[src/rtl/tl_pkg.sv]
// rtl/tl_pkg.sv - shared encodings and sizes for the transaction-layer VC scheduler
// Contents: FSM state encoding, channel count, counter width, threshold width.
package tl_pkg;

   localparam int NUM_VC = 4;
   localparam int IDX_W  = 2;
   localparam int CNT_W  = 5;
   localparam int THR_W  = 3;

   typedef enum logic [2:0] {
      ST_RESET  = 3'd0,
      ST_INIT   = 3'd1,
      ST_IDLE   = 3'd2,
      ST_ACTIVE = 3'd3,
      ST_ERROR  = 3'd4
   } tl_state_e;

endpackage

[src/rtl/rr_arbiter4.sv]
// rtl/rr_arbiter4.sv - combinational 4-way round-robin arbiter
// Ports:
//   req     in  [3:0]  request vector (one bit per VC)
//   ptr     in  [1:0]  index of the last granted VC
//   gnt     out [3:0]  one-hot grant, zero when no request
//   gnt_idx out [1:0]  binary index of the grant
module rr_arbiter4
   import tl_pkg::*;
(
   input  logic [NUM_VC-1:0] req,
   input  logic [IDX_W-1:0]  ptr,
   output logic [NUM_VC-1:0] gnt,
   output logic [IDX_W-1:0]  gnt_idx
);

   logic [IDX_W-1:0] cand;
   logic             found;

   // Search ptr+1, ptr+2, ptr+3 and finally ptr itself; the 2-bit add wraps mod 4.
   always_comb begin
      gnt     = '0;
      gnt_idx = '0;
      cand    = '0;
      found   = 1'b0;
      for (int k = 1; k <= NUM_VC; k++) begin
         cand = ptr + k[IDX_W-1:0];
         if (!found && req[cand]) begin
            found       = 1'b1;
            gnt[cand]   = 1'b1;
            gnt_idx     = cand;
         end
      end
   end

endmodule

[src/rtl/tl_vc_scheduler.sv]
// rtl/tl_vc_scheduler.sv - PCIe transaction-layer VC scheduler with hysteresis flow control
// Ports:
//   clk, reset       clock; asynchronous active-low reset
//   init             hold in INIT and sample thresholds
//   umbral_alto/bajo output-FIFO stop / resume thresholds
//   vc_empty         empty flags of VC FIFOs 0..3
//   fifo_error       overflow/underflow flags (bits 0..3 VC FIFOs, bit 4 output FIFO)
//   out_count        output FIFO occupancy
//   req, idx         forwarded-word counter readback request
//   pop_vc           one-hot pop to VC FIFOs (combinational)
//   push_out,sel_out output FIFO push and data select, one cycle behind pop_vc
//   idle, state      FSM status
//   pause            hysteresis flag
//   contador, valid  counter readback value and strobe
module tl_vc_scheduler
   import tl_pkg::*;
(
   input  logic              clk,
   input  logic              reset,
   input  logic              init,
   input  logic [THR_W-1:0]  umbral_alto,
   input  logic [THR_W-1:0]  umbral_bajo,
   input  logic [NUM_VC-1:0] vc_empty,
   input  logic [NUM_VC:0]   fifo_error,
   input  logic [3:0]        out_count,
   input  logic              req,
   input  logic [IDX_W-1:0]  idx,
   output logic [NUM_VC-1:0] pop_vc,
   output logic              push_out,
   output logic [IDX_W-1:0]  sel_out,
   output logic              idle,
   output logic [2:0]        state,
   output logic              pause,
   output logic [CNT_W-1:0]  contador,
   output logic              valid
);

   tl_state_e         state_q, state_d;
   logic [THR_W-1:0]  alto_q, bajo_q;
   logic              pause_q;
   logic [IDX_W-1:0]  ptr_q;
   logic [CNT_W-1:0]  cnt_q [NUM_VC];
   logic [NUM_VC-1:0] vc_req, gnt;
   logic [IDX_W-1:0]  gnt_idx;
   logic              any_req, any_err, pop_ok, below_alto;

   assign vc_req     = ~vc_empty;
   assign any_req    = |vc_req;
   assign any_err    = |fifo_error;
   assign below_alto = out_count < {1'b0, alto_q};

   rr_arbiter4 u_arb (
      .req     (vc_req),
      .ptr     (ptr_q),
      .gnt     (gnt),
      .gnt_idx (gnt_idx)
   );

   // The comparison against umbral_alto is live (not just via pause) so the pop
   // stops in the very cycle the level reaches the threshold.
   assign pop_ok = (state_q == ST_ACTIVE) && !pause_q && below_alto && any_req;
   assign pop_vc = pop_ok ? gnt : '0;

   assign state = state_q;
   assign idle  = (state_q == ST_IDLE);
   assign pause = pause_q;

   always_comb begin
      state_d = state_q;
      case (state_q)
         ST_RESET:  state_d = ST_INIT;
         ST_INIT:   if (!init) state_d = ST_IDLE;
         ST_IDLE: begin
            if (any_err)      state_d = ST_ERROR;
            else if (init)    state_d = ST_INIT;
            else if (any_req) state_d = ST_ACTIVE;
         end
         ST_ACTIVE: begin
            if (any_err)                     state_d = ST_ERROR;
            else if (init)                   state_d = ST_INIT;
            else if (&vc_empty && !pop_ok)   state_d = ST_IDLE;
         end
         ST_ERROR:  state_d = ST_ERROR;
         default:   state_d = ST_RESET;
      endcase
   end

   always_ff @(posedge clk or negedge reset) begin
      if (!reset) begin
         state_q  <= ST_RESET;
         alto_q   <= '0;
         bajo_q   <= '0;
         pause_q  <= 1'b0;
         ptr_q    <= 2'd3;
         push_out <= 1'b0;
         sel_out  <= '0;
         contador <= '0;
         valid    <= 1'b0;
         for (int i = 0; i < NUM_VC; i++) cnt_q[i] <= '0;
      end else begin
         state_q  <= state_d;
         push_out <= pop_ok;
         sel_out  <= pop_ok ? gnt_idx : '0;

         if (pop_ok) ptr_q <= gnt_idx;

         if (state_q == ST_INIT) begin
            alto_q <= umbral_alto;
            bajo_q <= umbral_bajo;
            for (int i = 0; i < NUM_VC; i++) cnt_q[i] <= '0;
         end else if (pop_ok) begin
            cnt_q[gnt_idx] <= cnt_q[gnt_idx] + 1'b1;
         end

         // Set is tested first so it wins when the thresholds overlap.
         // Outside IDLE/ACTIVE the thresholds may be stale, so pause is kept clear
         // there (and frozen in ERROR).
         if (state_q == ST_IDLE || state_q == ST_ACTIVE) begin
            if (!below_alto)                          pause_q <= 1'b1;
            else if (out_count <= {1'b0, bajo_q})     pause_q <= 1'b0;
         end else if (state_q != ST_ERROR) begin
            pause_q <= 1'b0;
         end

         // Reads the pre-increment register value when the same VC pops this cycle.
         if (state_q == ST_RESET) begin
            contador <= '0;
            valid    <= 1'b0;
         end else if (req) begin
            contador <= (state_q == ST_INIT) ? '0 : cnt_q[idx];
            valid    <= 1'b1;
         end else begin
            valid    <= 1'b0;
         end
      end
   end

endmodule

[config.mk]
export PLATFORM = sky130hd
export DESIGN_NAME = tl_vc_scheduler
export DESIGN_NICKNAME = d
export VERILOG_FILES = /design/src/rtl/tl_pkg.sv /design/src/rtl/rr_arbiter4.sv /design/src/rtl/tl_vc_scheduler.sv
export SDC_FILE = /design/constraint.sdc
export NUM_CORES = 1
export LEC_CHECK = 0
export BUFFER_PORTS_ARGS = -buffer_cell sky130_fd_sc_hd__clkbuf_2
export CORE_ASPECT_RATIO = 0.8
export CORE_MARGIN = 4
export CORE_UTILIZATION = 55
export CTS_CLUSTER_DIAMETER = 80
export CTS_CLUSTER_SIZE = 24
export DETAILED_ROUTE_END_ITERATION = 10
export PLACE_DENSITY = 0.84
export SETUP_SLACK_MARGIN = 0.02
export SLEW_MARGIN = 10
export SYNTH_ARGS = -nofsm -noshare
export SYNTH_HDL_FRONTEND = slang
export SYNTH_SLANG_ARGS = --single-unit
[constraint.sdc]
create_clock -name clk -period 4.39 [get_ports clk]
set_input_delay 0.2195 -clock clk [delete_from_list [all_inputs] [get_ports clk]]
set_output_delay 0.2195 -clock clk [all_outputs]
set_load 0.01 [all_outputs]
# Word-level counts from Yosys, hierarchy flattened
# Index checks and enable logic that the tools add are counted.
classes:
  n_addsub: 4
  order_cmp: 13
  n_eq_ne: 9
  mux: 57
  n_bitwise: 6
  n_reduce_logical: 27
ops:
  columns: ["op", "n"]
  rows:
  - ["$mux W20", 2]
  - ["$mux W5", 8]
  - ["$mux W3", 7]
  - ["$bmux W5 S2", 2]
  - ["$bwmux W20", 1]
  - ["$mux W4", 5]
  - ["$mux W1", 17]
  - ["$pmux W3 S5", 1]
  - ["$logic_and A1 B1 Y1", 12]
  - ["$lt A2 B3 Y1 const B", 4]
  - ["$or A4 B4 Y4", 3]
  - ["$demux W5 S2", 1]
  - ["$mux W2", 5]
  - ["$bmux W1 S2", 4]
  - ["$demux W1 S2", 4]
  - ["$ge A2 B1 Y1 const B", 4]
  - ["$eq A3 B2 Y1 const B", 2]
  - ["$ge A3 B3 Y1 const B", 2]
  - ["$not A2 Y3", 2]
  - ["$reduce_bool A2 Y1", 3]
  - ["$add A5 B1 Y5 const B", 1]
  - ["$logic_not A1 Y1", 5]
  - ["$reduce_or A5 Y1", 1]
  - ["$add A2 B2 Y2 const B", 2]
  - ["18 further kinds", 18]
totals:
  regBits: 41
  inputBits: 25
  output_inout_bits: 18

# Depth between registers and ports, before layout
# Gate-level depths: netlist of the first run.
depth:
  depth_word: 21
  ltp_mapped: 17
  depth_no_buf: 15

# Cells and area by module
# A second synthesis of the first run with hierarchy kept.
hier_totals:
  cells_unflattened: 265
  area_unflattened_um2: 2783.9
modules_own_cells:
  columns: ["module", "n_inst", "cells_per_inst", "area_per_inst_um2", "seq_area_each_um2"]
  rows:
  - ["tl_vc_scheduler", 1, 197, 2238.4, 1028.5]
  - ["rr_arbiter4", 1, 68, 545.5, 0.0]

# Least setup slack after synthesis of the first run
# OpenSTA, ideal clock, no wires.
synth_path:
  path_type: "reg-to-reg"
  startpoint: "register ptr_q[1]"
  endpoint: "register cnt_q[14] (netlist name)"
  setup_time_ns: 0.131
  arrival_time_ns: 3.502
  required_ns: 4.259
  slack_ns: 0.757
  path_stages_with_launch: 15
  n_path_buf: 3
  synth_period_minus_slack_ns: 3.633
  cell_sequence: "dfstp_2 clkbuf_1 inv_1 ha_1 mux4_2 buf_6 o311a_4 a211oi_4 buf_2 mux2i_1 ha_1 inv_1 nor3_2 xnor2_1 o21ai_1"
synth_via:
  elab_chain_cells: 21
  elab_cells_between_ends: 37
  cone_classes: "4 x add/sub; 2 x order compare; 23 x mux; 1 x bitwise; 7 x reduce/logical"
synth_rtl:
  columns: ["item", "line", "rtl"]
  rows:
  - ["from (decl)", "tl_vc_scheduler.sv:41", "logic [IDX_W-1:0] ptr_q;"]
  - ["from (signal assigned)", "tl_vc_scheduler.sv:105", "if (pop_ok) ptr_q <= gnt_idx;"]
  - ["$add A2 B1 Y2", "rr_arbiter4.sv:26", "cand = ptr + k[IDX_W-1:0];"]
  - ["$bmux W1 S2", "rr_arbiter4.sv:27", "if (!found && req[cand]) begin"]
  - ["$mux W1 (not written as such)", "rr_arbiter4.sv:27", null]
  - ["$mux W1", "rr_arbiter4.sv:27", null]
  - ["$logic_not A1 Y1", "rr_arbiter4.sv:27", null]
  - ["$logic_and A1 B1 Y1", "rr_arbiter4.sv:27", null]
  - ["$mux W1", "rr_arbiter4.sv:27", null]
  - ["$logic_not A1 Y1", "rr_arbiter4.sv:27", null]
  - ["(+5 left out)", null, null]
  - ["$not A2 Y3 (not written as such) *", "tl_vc_scheduler.sv:112", "cnt_q[gnt_idx] <= cnt_q[gnt_idx] + 1'b1;"]
  - ["$bmux W5 S2, or another cell as far along", "tl_vc_scheduler.sv:112", null]
  - ["$mux W5 (not written as such) / $logic_and A1 B1 Y1 (equally long branches)", "tl_vc_scheduler.sv:112", null]
  - ["$mux W5 (not written as such)", "tl_vc_scheduler.sv:112", null]
  - ["$add A5 B1 Y5 / $demux W5 S2 (equally long branches)", "tl_vc_scheduler.sv:112", null]
  - ["$bwmux W20 *", "tl_vc_scheduler.sv:112", null]
  - ["$mux W20 *", "tl_vc_scheduler.sv:111", "end else if (pop_ok) begin"]
  - ["$mux W20 *", "tl_vc_scheduler.sv:107", "if (state_q == ST_INIT) begin"]
  - ["to (signal, indexed assignment)", "tl_vc_scheduler.sv:112", null]
  - ["to (decl)", "tl_vc_scheduler.sv:42", "logic [CNT_W-1:0] cnt_q [NUM_VC];"]
# Every way passes the cells marked *; elsewhere a longest branch is shown, timed or not. The select of a mux whose other input is x is not followed.
# A chain may end at the register's enable or synchronous reset.

# Worst setup path in the final report of the first run
layout_path:
  startpoint: "register ptr_q[0]"
  endpoint: "register cnt_q[4] (netlist name)"
# The elaborated chain is that of the path after synthesis.

==> metrics.md, run 1 <==
| Metric | Value |
|---|---|
| Fmax | `~0.25 GHz` |
| Worst-path maximum fanout | `17` |
| Max_cap viols | `0` |
| Clk slew on worst S/H paths | `about 0.08 ns` |
| Post-synthesis xor/xnor area fraction | `about 1.3%` |
| Commonest non-fill, non-tap cell in the layout | `clkbuf_2` |
| Via count | `between 2k and 2.5k` |
| Worst r2r src | `ptr_q[0]$_DFFE_PN1P_` |
| CTS tree | `yes` |
| Ant diodes | `0` |
| Clock Skew | `0.00988 ns` |
| Count of distinct cell types in the synthesized netlist | `46` |
| Tmin final | `4.01 ns` |
| Routed Antenna Nets | `0` |
| Setup_tns | `0 ns` |
| Core area | `between 0.004 and 0.005 mm2` |
| FP Rows | `22` |
| CP Depth | `13` |
| WHS | `~0.067 ns` |
| Crit-path cells | `inv_2, ha_1, mux2i_1, nor3_1, nor2_1, nor2_1, mux2i_1, mux2i_1, ha_1, inv_1, nor3_2, xnor2_1, o21ai_1` |
| Most frequent cells in the layout | `42 x clkbuf_2, 39 x dfrtp_1, 24 x nand3_1, 23 x o21ai_1, 23 x inv_1` |
| Syn_nets | `about 320` |
| Largest net degree at the start of global routing | `42` |
| Nets@finish | `363` |
| Most common cell on crit path | `mux2i_1` |
| Cells after Synth | `~290` |
| GPL Wtd Cong | `just over 1` |
| Worst-Skew Late Latency | `a little under 0.3 ns` |
| Routed vias/inst | `between 6 and 7` |
| Critical path's slowest cell | `dfstp_2` |
| Full die area | `0.00606 mm2` |
| Hold Crit Class | `in2async` |
| Die X | `86.1 um` |
| RSZ-0062 raised after global routing | `no` |
| Initial core utilization | `around 58%` |
| Largest delay share family, worst path | `simple AND/OR/NAND/NOR gates` |
| Final hold vios | `0` |
| Asr flop ratio synth | `between 90% and 100%` |
| GRT Util Overall | `a little over a fifth` |
| Buffers on Ports | `42` |
| TritonCTS buffer count | `5` |
| Crit Path Category | `reg2reg` |
| Cts repair resizes | `0` |
| Worst Slack Setup Final | `between 0.3 and 0.4 ns` |
| Worst-margin pin slew | `between 0.9 and 1 ns` |
| Cell area after synthesis | `around 0.0027 mm2` |
| Vias in the first global route | `~2.2k` |
| Worst Path Arrival | `4.17 ns` |
| Largest family of logic cells by synthesized area | `compound AO/OA/AOI/OAI gates` |
| Leading area contributor after synthesis | `dfrtp_1` |
| Final setup fails | `0` |
| Layout cell share with drive strength beyond 1 | `21.8%` |
| #FFs+latches synth | `41` |
| CTS H-tree lvls | `2` |
| Synth Area in Adders | `6.53%` |
| Final HPWL DP | `4.68 mm` |
| Synth Flop Type | `dfrtp_1` |
| Power Dens Cells | `around 610 mW/mm2` |
| Dpl ws | `~0.46 ns` |
| Yosys top cell area share | `a little over a third` |
| Starting DRT DRC Count | `between 200 and 250` |
| Postcts setup bufs | `0` |
| First-pass GRT wire length | `about 10 mm` |
| Synthesized area per cell | `around 9.4 um2` |
| Routed len/inst | `between 15 and 20 um` |
| Final Cycle Share | `roughly 91%` |
| P&R area growth vs syn | `13.0%` |
| Hold buffer count at cts | `0` |
| Worst stage delay on the critical path | `around 0.75 ns` |
| WP buf/inv | `2` |
| Clock root cell | `clkbuf_8` |
| Synth Area in Compound Gates | `20.0%` |
| Clk buf depth | `2` |
| WL final | `around 6.2 mm` |
| Peak supply drop | `about 0.29 mV` |
| Dpl cell area | `0.00291 mm2` |
| Num Clock Sinks | `between 40 and 50` |
| CP required | `around 4.6 ns` |
| # IOs | `43` |
| DRC viols | `0` |
| Slew Viols, Final | `0` |
| Initial antenna violation count | `0` |
| Warnings, synthesis | `0` |
| Status | `completed` |
| Total Power | `between 0.0015 and 0.002 W` |
| Post-synthesis mux area share | `11.5%` |
| Chip height | `roughly 70 um` |
| Leak pwr | `between 1 and 1.5 nW` |
| CP startpoint | `ptr_q[0]$_DFFE_PN1P_` |
| Simple-Gate Fraction of Synth Area | `roughly 17%` |
| Synth area leaders | `dfrtp_1 36%, mux4_2 6.7%, ha_1 6.5%` |
| R2R depth | `13` |
| Number of synthesized flops with an enable pin | `0` |
| CP Launch Type | `flip-flop` |
| CP endpoint kind | `flip-flop` |
| Worst R2R Setup Slack | `between 0.3 and 0.4 ns` |
| Max_slew headroom | `roughly a third` |
| Sequential-to-total area share from yosys stat | `a little under two fifths` |
| Post-route cell area | `just over 0.003 mm2` |
| Pre-Repair DR Iteration Count | `5` |
| Remaining global-route overflow | `0` |
-- kinds of logic after synthesis --
logic type,Yosys count
flops,41
buf+inv,35
simple gates,89
xor+xnor,4
compound gates,82
mux,20
fa+ha+maj,14
-- power by group --
| part | internal, W | switching [W] |
|---|---|---|
| clock network | 0.000185 | 0.000125 |
| registers | 0.000455 | 0.0000915 |
| logic | 0.000408 | 0.000587 |
-- worst paths after layout --
kind	to
worst max register to register	cnt_q[4]$_DFFE_PN0P_
worst max-delay path	cnt_q[4]$_DFFE_PN0P_
max in group asynchronous	cnt_q[7]$_DFFE_PN0P_
worst min register to register	bajo_q[1]$_DFFE_PN0P_
min in group clk	state[1]$_DFFE_PN0P_
worst min-delay path	valid$_DFF_PN0_
-- layer usage --
layer,up-vias,wire (um),global-route usage (%)
met1,1096,2760,30.9
met4,0,102,6.15
met5,-,0,0
met3,14,539,5.54
li1,1115,-,-
met2,96,2820,31.7
-- cell usage after synthesis (2+ instances only) --
master,number
a21o_1,2
a21oi_1,14
a22o_1,2
a22oi_1,5
a2bb2oi_1,2
a31oi_1,4
and2_1,7
buf_2,4
buf_6,2
clkbuf_1,5
dfrtp_1,39
dfstp_2,2
ha_1,14
inv_1,23
mux2_2,6
mux2i_1,6
mux4_2,8
nand2_1,18
nand2b_1,6
nand3_1,24
nor2_1,18
nor2b_1,3
nor3_1,4
o21a_1,4
o21ai_0,10
o21ai_1,23
o32ai_1,7
or4_1,2
xnor2_1,4
-- final cells by class --
| class | instances | area, um2 |
|---|---|---|
| tap | 60 | 75.1 |
| sequential | 41 | 1030 |
| clock buffer | 7 | 86.3 |
| multi-input combinational | 209 | 1500 |
| fill | 367 | 1620 |
| inverter | 24 | 90.1 |
| clock inverter | 1 | 30.0 |
| timing repair buffer | 43 | 218 |
-- through the flow --
step,util (%),std cells
finish,65.1,385
CTS,65.1,385
global route,65.1,385
global placement,62.6,377
detailed placement,62.6,377
floorplan,-,285
-- flip-flops by register name, indices dropped and copies added (netlist names) --
name      flops
valid         1
alto_q        3
push_out      1
pause         1
bajo_q        3
sel_out       2
contador      5
state         3
cnt_q        20
ptr_q         2
-- worst reg2reg max path: stages, from the launching register on --
cell and delay, ns:
dfstp_2 0.75, inv_2 0.18, ha_1 0.55, mux2i_1 0.13
nor3_1 0.30, nor2_1 0.17, nor2_1 0.34, mux2i_1 0.19
mux2i_1 0.44, ha_1 0.23, inv_1 0.06, nor3_2 0.19
xnor2_1 0.22, o21ai_1 0.13
Power figures use the tool's default switching activity.
==> inputs of run 2 (changes only) <==
ABC_AREA = 1   (was not set)
PLACE_DENSITY = 0.83   (was 0.84)
==> metrics.md, run 2 <==
| Metric | Value |
|---|---|
| Status | `completed` |
| Nets@finish | `443 (+22%)` |
| Crit Path Category | `reg2reg` |
| TritonCTS buffer count | `5 (unchanged)` |
| Worst-Skew Late Latency | `0.29 ns (about the same)` |
| Peak supply drop | `0.465 mV (+59%)` |
| Routed len/inst | `15.0 um (-7.0%)` |
| Routed Antenna Nets | `0 (unchanged)` |
| Routed vias/inst | `5.59 (-7.3%)` |
| # IOs | `43 (unchanged)` |
| Yosys top cell area share | `34.4% (-2.0 points)` |
| Clk slew on worst S/H paths | `0.08 ns (about the same)` |
| DRC viols | `0 (unchanged)` |
| Dpl ws | `1.04 ns (+0.578 ns)` |
| Post-route cell area | `0.00320 mm2 (+5.7%)` |
| Count of distinct cell types in the synthesized netlist | `41 (-11%)` |
| Core Util, Final | `63.9% (-1.2 points)` |
| Flip-flop count of the largest register after layout | `20 (unchanged)` |
| Syn_nets | `398 (+23%)` |
| Clk buf depth | `2 (unchanged)` |
| Synth area leaders | `dfrtp_1 34%, nand2_1 13%, ha_1 6.2%` |
| Leak pwr | `1.63 nW (+19%)` |
| Cts repair resizes | `0 (unchanged)` |
| WHS | `0.0669 ns (+0.000167 ns)` |
| Largest net degree at the start of global routing | `42 (unchanged)` |
| Worst Path Arrival | `3.63 ns (-0.54 ns)` |
| Die X | `88.3 um (+2.6%)` |
| Fmax | `0.291 GHz (+17%)` |
| Clock Skew | `0.00549 ns (-0.00439 ns)` |
| CP required | `4.58 ns (+0.02 ns)` |
| Vias in the first global route | `2499 (+16%)` |
| CTS tree | `yes` |
| Cell area after synthesis | `0.00284 mm2 (+5.7%)` |
| Cells after Synth | `359 (+26%)` |
| Worst-path maximum fanout | `17 (unchanged)` |
| WL final | `7.02 mm (+13%)` |
| Setup_tns | `0 ns (unchanged)` |
| Top-count cell post-synth | `nand2_1` |
| FP Rows | `23 (+4.5%)` |
| Via count | `2610 (+12%)` |
| Worst-margin pin slew | `0.981 ns (+0.00523 ns)` |
| Postcts setup bufs | `0 (unchanged)` |
| Warnings, synthesis | `0 (unchanged)` |
| Regs by FF count | `cnt_q x20, contador x5` |
| Pre-Repair DR Iteration Count | `5 (unchanged)` |
| Layout cell share with drive strength beyond 1 | `25.2% (+3.3 points)` |
| Synth Area in Compound Gates | `14.7% (-5.2 points)` |
| Buffers on Ports | `42 (unchanged)` |
| Clock root cell | `clkbuf_8` |
| Hold Crit Class | `in2async` |
| Core area | `0.00501 mm2 (+7.6%)` |
| Num Clock Sinks | `41 (unchanged)` |
| Max_cap viols | `0 (unchanged)` |
| Slew Viols, Final | `0 (unchanged)` |
| Starting DRT DRC Count | `259 (+24%)` |
| Chip height | `72.2 um (+2.5%)` |
| Synthesized area per cell | `7.90 um2 (-16%)` |
| Most flop-heavy register | `cnt_q` |
| Final setup fails | `0 (unchanged)` |
| R2R depth | `20 (+7)` |
| GRT Util Overall | `24.3% (+2.9 points)` |
| P&R area growth vs syn | `12.9% (about the same)` |
| Ant diodes | `0 (unchanged)` |
| Hold buffer count at cts | `0 (unchanged)` |
| Worst Slack Setup Final | `0.954 ns (+0.570 ns)` |
| Initial core utilization | `56.6% (-1.0 points)` |
| Final HPWL DP | `5.37 mm (+15%)` |
| Post-synthesis xor/xnor area fraction | `0.574% (-0.73 points)` |
| Power Dens Cells | `767 mW/mm2 (+25%)` |
| Most frequent cells in the layout | `96 x nand2_1, 45 x inv_1, 42 x clkbuf_2, 39 x dfrtp_1, 27 x nand3_1` |
| #FFs+latches synth | `41 (unchanged)` |
| Initial antenna violation count | `0 (unchanged)` |
| Ranking of synthesized cells by instance count | `96 x nand2_1, 45 x inv_1, 39 x dfrtp_1` |
| RSZ-0062 raised after global routing | `no` |
| GPL Wtd Cong | `0.968 (-5.7%)` |
| Synth Area in Adders | `6.18% (-0.35 points)` |
| Reg2reg end | `cnt_q[9]$_DFFE_PN0P_` |
| Remaining global-route overflow | `0 (unchanged)` |
| Synth Flop Type | `dfrtp_1` |
| Max_slew headroom | `34.6% (-0.35 points)` |
| Final Cycle Share | `78.3% (-13 points)` |
| First-pass GRT wire length | `12.1 mm (+17%)` |
| Tmin final | `3.44 ns (-0.570 ns)` |
| CP Launch Type | `flip-flop` |
| Sequential-to-total area share from yosys stat | `36.3% (-2.1 points)` |
| Commonest non-fill, non-tap cell in the layout | `nand2_1` |
| Full die area | `0.00637 mm2 (+5.1%)` |
| Final hold vios | `0 (unchanged)` |
| Post-synthesis mux area share | `0% (-11 points)` |
| CP endpoint kind | `flip-flop` |
| Asr flop ratio synth | `100% (unchanged)` |
| Worst r2r src | `ptr_q[1]$_DFFE_PN1P_` |
| Leading area contributor after synthesis | `dfrtp_1` |
| Dpl cell area | `0.00308 mm2 (+5.9%)` |
| Number of synthesized flops with an enable pin | `0 (unchanged)` |
| Largest family of logic cells by synthesized area | `simple AND/OR/NAND/NOR gates` |
| CTS H-tree lvls | `2 (unchanged)` |
| Simple-Gate Fraction of Synth Area | `33.8% (+17 points)` |
| Worst R2R Setup Slack | `0.95 ns (+0.57 ns)` |
run 2: cell count changes in the layout (fill, tap and decap cells not counted), sizes merged, moves of 7 or more:
cell / previous run / this run
nand3: 24 / 35
inv: 24 / 51
nand2: 18 / 119
o21ai: 33 / 22
mux4: 8 / 0
o22ai: 1 / 10
o32ai: 7 / 0
run 2: power breakdown:
| group | switching, W | total (W) | internal, W |
|---|---|---|---|
| Sequential | 0.0000791 | 0.000545 | 0.000466 |
| Clock | 0.000131 | 0.000316 | 0.000185 |
| Combinational | 0.00112 | 0.00159 | 0.000468 |
run 2: worst max path at each step:
stage	from	end	slack, ns	cells past startpoint
4_1_cts	ptr_q[1]$_DFFE_PN1P_	cnt_q[14]$_DFFE_PN0P_	1.00	20
3_5_place_dp	ptr_q[1]$_DFFE_PN1P_	cnt_q[14]$_DFFE_PN0P_	1.04	20
6_report	ptr_q[1]$_DFFE_PN1P_	cnt_q[9]$_DFFE_PN0P_	0.95	20
2_1_floorplan	ptr_q[0]$_DFFE_PN1P_	cnt_q[14]$_DFFE_PN0P_	1.41	21
3_3_place_gp	ptr_q[1]$_DFFE_PN1P_	cnt_q[14]$_DFFE_PN0P_	1.15	20
5_1_grt	ptr_q[1]$_DFFE_PN1P_	cnt_q[4]$_DFFE_PN0P_	0.68	20
run 2: area by class of cell:
class	count	area (um2)
tap	62	77.6
inverter	51	201
sequential	41	1030
clock inverter	1	30.0
multi-input combinational	263	1570
fill	414	1810
clock buffer	7	86.3
timing repair buffer	42	210
run 2: per-layer routing:
layer	part of all wire, %	routed length, um	GRT usage, %
met5	0	0	0
met4	2.8	198	8.72
met3	7.0	490	4.20
met2	44	3060	35.4
met1	47	3270	36.4
run 2: critical path, stage by stage (launching register included):
cell	delay, ns
dfstp_2	0.64
inv_1	0.19
ha_1	0.41
inv_1	0.13
nand3_1	0.13
nand2_2	0.12
nor2_4	0.17
nand4_4	0.15
nand2_4	0.27
nand2_1	0.09
nand2_1	0.07
nand2_1	0.07
nand2_2	0.10
inv_1	0.11
ha_1	0.27
inv_1	0.11
nor2_4	0.05
nand2_1	0.07
nand2_2	0.07
nand3_1	0.07
nand2_1	0.05
run 2: logic make-up (layout without fill, tap and decap cells):
group,count (synthesis),in the layout
xor gates and xnor gates,1,1
DFF,41,41
buffers and inverters,55,101
and+or+nand+nor,181,181
AOI/OAI and AO/OA,67,67
adders and majority gates,14,14
run 2: metrics by stage:
step,std cells,power [W]
floorplan,359,0.00185
global placement,459,0.00206
global route,467,0.00268
finish,467,0.00245
detailed placement,459,0.00210
CTS,467,0.00244
==> inputs of run 3 (changes only) <==
clock period = 3.18 ns   (was 4.39 ns; I/O delays follow)
==> metrics.md, run 3 (synthesis gave the netlist of run 2 again) <==
| Metric | Value |
|---|---|
| Status | `completed` |
| Core area | `0.00501 mm2 (unchanged)` |
| Power Dens Cells | `1090 mW/mm2 (+42%)` |
| WHS | `0.0175 ns (-0.0495 ns)` |
| Final setup fails | `0 (unchanged)` |
| Multi-input combinational cell area | `0.00158 mm2 (+0.80%)` |
| Worst-margin pin slew | `0.997 ns (+0.0162 ns)` |
| Starting DRT DRC Count | `251 (-3.1%)` |
| Tmin final | `2.96 ns (-0.472 ns)` |
| Buffers on Ports | `42 (unchanged)` |
| Final HPWL DP | `5.53 mm (+2.9%)` |
| Initial core utilization | `56.6% (unchanged)` |
| Remaining global-route overflow | `0 (unchanged)` |
| Fmax | `0.337 GHz (+16%)` |
| Crit Path Category | `reg2reg` |
| First-pass GRT wire length | `12.0 mm (-0.52%)` |
| CTS tree | `yes` |
| CP required | `3.36 ns (-1.22 ns)` |
| CTS H-tree lvls | `2 (unchanged)` |
| WL final | `7.12 mm (+1.4%)` |
| Clk buf depth | `2 (unchanged)` |
| Fill count | `433 (+4.6%)` |
| Clock root cell | `clkbuf_8` |
| Chip height | `72.2 um (unchanged)` |
| Num Clock Sinks | `41 (unchanged)` |
| Final Cycle Share | `93.2% (+15 points)` |
| Total Power | `0.00354 W (+44%)` |
| Final hold vios | `0 (unchanged)` |
| P&R area growth vs syn | `14.5%` |
| Placed Cells | `463 (+0.87%)` |
| Register area | `0.00103 mm2 (unchanged)` |
| Slew Viols, Final | `0 (unchanged)` |
| Most frequent cells in the layout | `96 x nand2_1, 43 x inv_1, 42 x clkbuf_2, 39 x dfrtp_1, 27 x nand3_1` |
| Initial antenna violation count | `0 (unchanged)` |
| Clock Skew | `0.00440 ns (-0.00109 ns)` |
| Nets@finish | `452 (+2.0%)` |
| Vias in the first global route | `2583 (+3.4%)` |
| Hold Crit Class | `in2async` |
| Finished Layout Cells | `475 (+1.7%)` |
| Largest net degree at the start of global routing | `42 (unchanged)` |
| GPL Wtd Cong | `0.918 (-5.2%)` |
| DRC viols | `0 (unchanged)` |
| # IOs | `43 (unchanged)` |
| CP endpoint kind | `flip-flop` |
| CP Launch Type | `flip-flop` |
| Layout cell share with drive strength beyond 1 | `27.6% (+2.4 points)` |
| Max_slew headroom | `33.5% (-1.1 points)` |
| Peak supply drop | `0.568 mV (+22%)` |
| Commonest non-fill, non-tap cell in the layout | `nand2_1` |
| TritonCTS buffer count | `5 (unchanged)` |
| Die X | `88.3 um (unchanged)` |
| Leak pwr | `1.65 nW (+1.3%)` |
| Clk slew on worst S/H paths | `0.07 ns (about the same)` |
| Regs by FF count | `cnt_q x20, contador x5` |
| Most flop-heavy register | `cnt_q` |
| Pre-Repair DR Iteration Count | `5 (unchanged)` |
| Max_cap viols | `0 (unchanged)` |
| Worst-path maximum fanout | `12 (-5)` |
| GRT Util Overall | `24.0% (-0.27 points)` |
| Worst-Skew Late Latency | `0.29 ns (about the same)` |
| Flip-flop count of the largest register after layout | `20 (unchanged)` |
| Ant diodes | `0 (unchanged)` |
| Routed vias/inst | `5.56 (-0.55%)` |
| Hold buffer count at cts | `0 (unchanged)` |
| Routed Antenna Nets | `0 (unchanged)` |
| FP Rows | `23 (unchanged)` |
| Via count | `2640 (+1.1%)` |
| Full die area | `0.00637 mm2 (unchanged)` |
| Routed len/inst | `15.0 um (-0.30%)` |
| Worst Path Arrival | `3.15 ns (-0.48 ns)` |
-- run 3: cell types whose count changed in the layout (fill, tap and decap cells not counted), sizes merged --
cell | previous run | this run
clkbuf | 49 | 48
bufinv | 1 | 0
clkinv | 0 | 1
buf | 0 | 9
-- run 3: worst max-delay path, cell delays in order, from the launching register on --
cell and delay [ns]:
dfstp_2 0.59, inv_8 0.06, ha_2 0.32, inv_2 0.10
nand3_2 0.10, nand2_4 0.13, nand3_4 0.10, a21oi_4 0.18
nand2_2 0.09, nand2_4 0.13, inv_4 0.08, nand2_1 0.09
nand2_2 0.09, inv_2 0.12, ha_2 0.23, inv_1 0.08
nor2_4 0.11, nand3_2 0.10, nand3_1 0.10, nand2_1 0.05
-- run 3: stage by stage --
| stage | TNS (ns) | setup slack, ns | cell area, um2 | util [%] |
|---|---|---|---|---|
| global placement | 0 | 0.191 | 3110 | 62.2 |
| global route | -0.0120 | -0.00794 | 3250 | 64.8 |
| floorplan | 0 | 0.202 | 2840 | - |
| finish | 0 | 0.216 | 3250 | 64.8 |
| CTS | 0 | 0.0516 | 3200 | 63.8 |
| detailed placement | 0 | 0.0712 | 3110 | 62.2 |
-- run 3: where the power goes --
group | switching, W | internal, W
registers | 0.0000722 | 0.000642
logic | 0.00169 | 0.000809
clock network | 0.000170 | 0.000152
-- run 3: what timing repair did --
item | in CTS | in global routing
endpoints found under the setup margin | 0 | 14
setup buffers | 0 | 5
resized for setup | 0 | 5
-- run 3: area by class of cell --
cell class	count	share of cell area, %
clock buffer	6	2.24
clock inverter	1	0.270
inverter	51	6.21
multi-input combinational	263	48.7
sequential	41	31.7
tap	62	2.39
timing repair buffer	51	8.56
-- run 3: per-layer routing --
metal / vias to the layer above / routed length (um) / GRT usage [%]
met1: 1214 / 3040 / 32.8
li1: 1287 / - / -
met3: 19 / 575 / 4.99
met2: 120 / 3370 / 39.8
met4: 0 / 129 / 5.20
met5: - / 0 / 0
-- run 3: worst paths after layout --
kind                       cells past startpoint  slack (ns)             startpoint                    end
hold reg to reg                                2        0.49  cnt_q[13]$_DFFE_PN0P_  cnt_q[13]$_DFFE_PN0P_
hold / removal                                 1        0.02                  reset  cnt_q[19]$_DFFE_PN0P_
max in group asynchronous                      1        2.54                  reset  cnt_q[13]$_DFFE_PN0P_
min in group clk                               3        0.06         umbral_bajo[0]  bajo_q[0]$_DFFE_PN0P_
setup / recovery                              19        0.22   ptr_q[0]$_DFFE_PN1P_   cnt_q[4]$_DFFE_PN0P_
setup reg to reg                              19        0.22   ptr_q[0]$_DFFE_PN1P_   cnt_q[4]$_DFFE_PN0P_
